## src/rtl/mul_seq.sv

```systemverilog
// mul_seq: control and capture stage around an external 4-bit shift-add multiplier.
//
// Takes one operand pair over a valid/ready handshake and latches it into the
// operand registers. It then pulses the multiplier load strobe for one cycle and
// counts AW shift-add steps. Next it captures the multiplier's product register,
// and finally holds the product on a valid/ready output handshake until it is
// taken. Only one multiplication is in flight at a time.
//
// Ports:
//   clk        rising-edge clock
//   rst        synchronous active-low reset (share it with the multiplier)
//   in_valid   operand pair valid
//   in_ready   high only when idle; an operand pair is accepted on valid & ready
//   in_a/in_b  multiplicand / multiplier operand (AW bits)
//   mul_ld     one-cycle load strobe to the multiplier
//   mul_a/b    operand registers, driven to the multiplier at all times
//   mul_rb     multiplier's shifting multiplier register (read for early done)
//   mul_ry     multiplier's product register (2*AW bits)
//   out_valid  product valid; held until out_ready
//   out_ready  downstream accepts the product
//   out_p      registered full-width product
//   busy       high in every state except idle
//
// Build option:
//   MUL_SEQ_EARLY_DONE_EN  when defined, RUN ends as soon as mul_rb is zero.
//                          Any remaining steps could not change mul_ry.
//                          When undefined, RUN always lasts AW edges.

module mul_seq #(
  parameter int unsigned AW = 4,
  parameter int unsigned CW = 3
) (
  input  logic            clk,
  input  logic            rst,
  input  logic            in_valid,
  output logic            in_ready,
  input  logic [AW-1:0]   in_a,
  input  logic [AW-1:0]   in_b,
  output logic            mul_ld,
  output logic [AW-1:0]   mul_a,
  output logic [AW-1:0]   mul_b,
  input  logic [AW-1:0]   mul_rb,
  input  logic [2*AW-1:0] mul_ry,
  output logic            out_valid,
  input  logic            out_ready,
  output logic [2*AW-1:0] out_p,
  output logic            busy
);

  typedef enum logic [2:0] {
    StIdle = 3'd0,
    StLoad = 3'd1,
    StRun  = 3'd2,
    StCapt = 3'd3,
    StOut  = 3'd4
  } state_e;

  // Count value present during the final (AW-th) shift-add step.
  localparam logic [CW-1:0] LastStep = CW'(AW - 1);

  state_e          r_state;
  state_e          w_state_next;
  logic [AW-1:0]   r_op_a;
  logic [AW-1:0]   r_op_b;
  logic [CW-1:0]   r_count;
  logic [2*AW-1:0] r_out_p;
  logic            r_out_valid;
  logic            r_mul_ld;
  logic            w_accept;
  logic            w_run_done;

  // Operands can only be taken while idle, so a result transfer and a new
  // accept can never happen on the same edge.
  assign w_accept = in_valid && (r_state == StIdle);

`ifdef MUL_SEQ_EARLY_DONE_EN
  // Once the multiplier register has shifted to zero, every remaining step
  // adds nothing, so the product is already final.
  assign w_run_done = (r_count == LastStep) || (mul_rb == '0);
`else
  logic w_unused_rb;
  assign w_unused_rb = ^mul_rb;
  assign w_run_done  = (r_count == LastStep);
`endif

  // Next-state decode.
  always_comb begin
    w_state_next = r_state;
    unique case (r_state)
      StIdle: begin
        if (w_accept) begin
          w_state_next = StLoad;
        end
      end
      StLoad: begin
        w_state_next = StRun;
      end
      StRun: begin
        if (w_run_done) begin
          w_state_next = StCapt;
        end
      end
      StCapt: begin
        w_state_next = StOut;
      end
      StOut: begin
        if (out_ready) begin
          w_state_next = StIdle;
        end
      end
      default: begin
        w_state_next = StIdle;
      end
    endcase
  end

  // State, datapath and registered output decodes.
  always_ff @(posedge clk) begin
    if (!rst) begin
      r_state     <= StIdle;
      r_op_a      <= '0;
      r_op_b      <= '0;
      r_count     <= '0;
      r_out_p     <= '0;
      r_out_valid <= 1'b0;
      r_mul_ld    <= 1'b0;
    end else begin
      r_state <= w_state_next;

      if (w_accept) begin
        r_op_a <= in_a;
        r_op_b <= in_b;
      end

      // The multiplier loads on the edge leaving LOAD, and then takes one step
      // per edge while in RUN.
      if (r_state == StLoad) begin
        r_count <= '0;
      end else if (r_state == StRun) begin
        r_count <= r_count + 1'b1;
      end

      if (r_state == StCapt) begin
        r_out_p <= mul_ry;
      end

      // Decoded from the next state so both strobes come straight off a flop.
      r_out_valid <= (w_state_next == StOut);
      r_mul_ld    <= (w_state_next == StLoad);
    end
  end

  assign in_ready  = (r_state == StIdle);
  assign busy      = (r_state != StIdle);
  assign mul_ld    = r_mul_ld;
  assign mul_a     = r_op_a;
  assign mul_b     = r_op_b;
  assign out_valid = r_out_valid;
  assign out_p     = r_out_p;

endmodule

```

## config.mk

```make
export PLATFORM = sky130hd
export DESIGN_NAME = mul_seq
export DESIGN_NICKNAME = d
export VERILOG_FILES = /design/src/rtl/mul_seq.sv
export SDC_FILE = /design/constraint.sdc
export NUM_CORES = 1
export LEC_CHECK = 0
export CORE_ASPECT_RATIO = 1.5
export CORE_MARGIN = 10
export CORE_UTILIZATION = 42
export CTS_BUF_LIST = sky130_fd_sc_hd__clkbuf_2 sky130_fd_sc_hd__clkbuf_4 sky130_fd_sc_hd__clkbuf_8
export CTS_CLUSTER_SIZE = 12
export DETAILED_ROUTE_END_ITERATION = 10
export HOLD_SLACK_MARGIN = 0.06
export PLACE_DENSITY = 0.81
export REMOVE_ABC_BUFFERS = 1
export SYNTH_ARGS = -nofsm -noshare
export SYNTH_HDL_FRONTEND = slang
export SYNTH_SLANG_ARGS = --single-unit
```

## constraint.sdc

```tcl
create_clock -name clk -period 1.6 [get_ports clk]
set_input_delay 0.48 -clock clk [delete_from_list [all_inputs] [get_ports clk]]
set_output_delay 0.48 -clock clk [all_outputs]
set_load 0.02 [all_outputs]
```

==> impl_summary.md <==
Synthesis
The area of the mapped netlist is 975 µm². After synthesis, the cell types taking the most area are sky130_fd_sc_hd__dfxtp_1, sky130_fd_sc_hd__mux2i_1, sky130_fd_sc_hd__nand3_1, sky130_fd_sc_hd__nand2_1, sky130_fd_sc_hd__o21ai_0. The synthesized netlist contains 23 unique library cells. By count the netlist is led by sky130_fd_sc_hd__dfxtp_1, sky130_fd_sc_hd__nand2_1, sky130_fd_sc_hd__nand3_1, sky130_fd_sc_hd__mux2i_1, sky130_fd_sc_hd__nor2_1. The mean cell area of the mapped netlist is between 9 and 10 µm². Among all cell types in the netlist, the one instantiated most often is sky130_fd_sc_hd__dfxtp_1. In this run, synthesis produced a sequential element count of 24. For this run, the leading register cell type out of synthesis is sky130_fd_sc_hd__dfxtp_1. The share of synthesized area in the top cell type comes to 0.493. The number of standard cells after synthesis is 103. The number of warnings issued by yosys is 0.

Counting flops with a built-in enable in the synthesized netlist gives 0. In the synthesized netlist the async set-or-reset flop fraction comes to 0. For this run, the register share of the synthesized area comes to 0.493. The most area-hungry cell type in the Yosys netlist is sky130_fd_sc_hd__dfxtp_1.

Die
After floorplanning, the core was divided into 21 placement rows. The die is roughly 59 µm wide. 44 I/O pins were placed.

The initial core utilization is 0.436. The core region is 2230 µm². From bottom edge to top edge, the die measures just under 80 µm.

The die footprint is 4690 µm².

Power and ir drop
The sequential fraction of design power is 0.483. The internal power of the cells totals approximately 1.0 mW. Of the total power, combinational logic draws 0.196. In this run the power density over the cells is 933 nW/µm². Of the total power, the share spent switching nets is 0.241. For this design the static power due to leakage is 0.674 nW. The net switching component of the power is 321 µW. The largest voltage drop on the vdd net is 0.647 mV. The share of total power dissipated in the clock network is 0.321.

Placement
The congestion estimate from routability-driven global placement came to 0.751. After detailed placement, the design holds a cell count of 164. The post-DP HPWL is 1880 µm. During placement, the flow inserted port buffers numbering 39. OpenSTA, run right after detailed placement, puts the worst setup slack at -0.215 ns.

Detailed routing
Summed over all layers, the routed wires come to 2350 µm. For this run, design rule violations remaining after detail routing come to 0. Dividing the detail-routed wire length by the instance count gives 14.0 µm. Once detail routing completed, the nets flagged for antenna violations numbered 0.

The first-pass iteration count of the detailed router is 4. The iteration-0 DRC count of the detailed router is 14. In the routed layout, each cell is associated on average with a via count of approximately 5.0.

The routed layout has roughly 840 vias.

GRT
The initial antenna violation count is 0. The overall fraction of global-route tracks in use is 0.0993. Entering global routing, the biggest net connects 17 pins. The total overflow left after global routing is 0.

The first global-routing pass estimated 3780 µm of wire. The number of global-route vias before repair is 849.

Timing
The clock skew is between 0.002 and 0.003 ns. The final critical path time including I/O delays and setup is between 1.5 and 2 ns. The transition time at the pin with the least slew margin is 0.353 ns. The number of pins with negative max-slew slack in the final report was 0. Setup repair after global routing could not meet its margin everywhere. The hold violation total from the final report is 0. The fmax is 594 MHz.

The smallest setup slack after layout is -0.0838 ns. The max-slew headroom at the worst pin is 0.761. The worst hold slack after final layout is 0.464 ns. Setup violations remaining at the end of the flow were counted as 2. Dividing the final minimum period by the clock period gives 1.05.

Worst setup path
For the worst flop-to-flop path, the logic depth is 5. The sort of element at the start of the critical path is a flop. The critical path's slowest cell is sky130_fd_sc_hd__or3_4. Broken down by cell family, the worst path's largest delay share belongs to simple AND/OR/NAND/NOR gates. The worst register-to-register path begins at r_count[0]$_SDFFE_PP0P_. Data on the critical path is required at its endpoint by 1.12 ns. Along the worst path, the maximum fanout reaches 2. The critical setup path kind is flop to primary output. The worst setup path is captured at a primary output. The terminus of the critical flop-to-flop path is r_count[2]$_SDFFE_PP0P_. The cell count along the critical path is 3. Traced cell by cell, the critical path runs through or3_4 > inv_2 > buf_6.

Setup slack on the worst reg-to-reg path comes out at 0.14 ns. The number of buffer and inverter stages on the critical path is 2. The launching element of the worst setup path is r_state[2]$_SDFF_PN0_. In this design, the stage delay of the slowest critical-path cell is 0.39 ns. Following the worst setup path forward leads to its endpoint at in_ready. The arrival time at the worst endpoint is 1.20 ns.

Finish
The number of antenna cells inserted is 0. The count of nets after finishing is roughly 170. The number of cells in the finished layout apart from fillers is 168. Relative to the synthesized area, the layout overhead comes to 46.7%. The ratio of cells with drive above 1 in the final layout is 0.131. The share of the core filled with cells in the final layout is 0.640.

Run status
The flow ran to the end, but the final reports show violations. The checks that failed: negative setup slack.

CTS
The TritonCTS clock tree is done. The number of sinks handled by clock tree synthesis is 24. After clock tree synthesis, the clock-pin slew on the worst setup and hold paths is 0.13 ns. The tree is rooted in a sky130_fd_sc_hd__clkbuf_4.

The number of hold buffers added after CTS was 0. The number of clock buffers inserted by TritonCTS is 3. The later pin in the worst-skew pair is clocked with a latency of 0.31 ns. The maximum root-to-sink buffer count is 2. The H-tree depth reported by CTS is 1. Buffers added to address setup during post-CTS repair amount to 0.

Flow run
The number of max-cap violations is 0.

Hold path
The tightest min-delay check is of the flop to flop type. The cell depth of the worst hold path is 2. The worst hold path begins at mul_b[1]$_SDFFE_PN0P_.
==> through the flow <==
stage	area (µm²)	power [mW]	setup TNS (ns)
6_report	1430	1.33	-0.144
5_1_grt	1430	1.39	-0.230
4_1_cts	1430	1.35	-0.178
3_5_place_dp	1390	0.930	-0.507
3_3_place_gp	1390	0.921	-0.383
2_1_floorplan	918	0.778	0
==> how the worst min path moves through the flow <==
stage,slack (ns),to
final,0.46,mul_b[1]$_SDFFE_PN0P_
after global routing,0.49,mul_b[0]$_SDFFE_PN0P_
after CTS,0.47,mul_b[1]$_SDFFE_PN0P_
after global placement,0.44,mul_b[1]$_SDFFE_PN0P_
after detailed placement,0.45,mul_a[2]$_SDFFE_PN0P_
after floorplan,0.45,r_count[2]$_SDFFE_PP0P_
==> cell families after synthesis <==
logic type	after synthesis	share of synthesized area
adders and majority gates	2	0.0257
and+or+nand+nor	39	0.218
muxes	9	0.0924
DFF	24	0.493
buffers and inverters	12	0.0732
AOI/OAI and AO/OA	16	0.0886
xor gates and xnor gates	1	0.00899
==> power groups by stage <==
stage | sequential (mW) | clock, mW | combinational (mW)
5_1_grt | 0.649 | 0.459 | 0.286
3_5_place_dp | 0.657 | 0 | 0.273
6_report | 0.644 | 0.428 | 0.262
4_1_cts | 0.644 | 0.445 | 0.261
3_3_place_gp | 0.655 | 0 | 0.266
2_1_floorplan | 0.698 | 0 | 0.0805
==> metal layers <==
metal / share of wire / global-route usage / up-vias
met1: 0.37 / 0.0918 / 379
met2: 0.52 / 0.174 / 22
met3: 0.10 / 0.0510 / 2
li1: - / - / 438
met4: 0.0089 / 0.0415 / 0
met5: 0 / 0 / -
==> area by class of cell <==
| cell class | instances | area [µm²] |
|---|---|---|
| clock inverter | 1 | 30.0 |
| timing repair buffer | 46 | 423 |
| sequential | 24 | 483 |
| tap | 23 | 28.8 |
| multi-input combinational | 67 | 428 |
| clock buffer | 3 | 22.5 |
| inverter | 4 | 15.0 |
| fill | 201 | 803 |
==> placed cells by master, fill, tap and decap left out <==
cell,n
sky130_fd_sc_hd__ha_1,2
sky130_fd_sc_hd__nand3_1,10
sky130_fd_sc_hd__or3_4,1
sky130_fd_sc_hd__inv_1,3
sky130_fd_sc_hd__dfxtp_1,22
sky130_fd_sc_hd__and3_1,1
sky130_fd_sc_hd__clkbuf_4,3
sky130_fd_sc_hd__nor4b_1,3
sky130_fd_sc_hd__a21oi_1,4
sky130_fd_sc_hd__a31oi_1,3
sky130_fd_sc_hd__mux2i_1,9
sky130_fd_sc_hd__buf_4,7
sky130_fd_sc_hd__o21bai_1,1
sky130_fd_sc_hd__nor2_1,9
sky130_fd_sc_hd__nor4b_4,1
sky130_fd_sc_hd__nand3b_1,1
sky130_fd_sc_hd__nor4_2,1
sky130_fd_sc_hd__xnor2_1,1
sky130_fd_sc_hd__clkdlybuf4s50_1,19
sky130_fd_sc_hd__nand2_1,11
sky130_fd_sc_hd__bufinv_16,1
sky130_fd_sc_hd__inv_2,1
sky130_fd_sc_hd__dfxtp_2,2
sky130_fd_sc_hd__buf_6,2
sky130_fd_sc_hd__o21ai_0,8
sky130_fd_sc_hd__dlygate4sd2_1,18
sky130_fd_sc_hd__nor3_1,1
==> sequential cells by signal, summed over array words and instances (netlist names) <==
register / count
mul_a: 4
mul_b: 4
mul_ld: 1
out_p: 8
out_valid: 1
r_count: 3
r_state: 3
==> worst min-delay path: cells and delay by family (launching register included) <==
family | cells | cell delay, ns
flops | 1 | 0.33
compound gates | 1 | 0.06
simple gates | 1 | 0.05
==> timing repair <==
action | 4_1_cts | 5_1_grt
setup endpoints to repair | 20 | 2
gates resized for setup | 31 | 3
pin swaps | 1 | 0
Note: power is estimated with default switching activity, not from simulation.
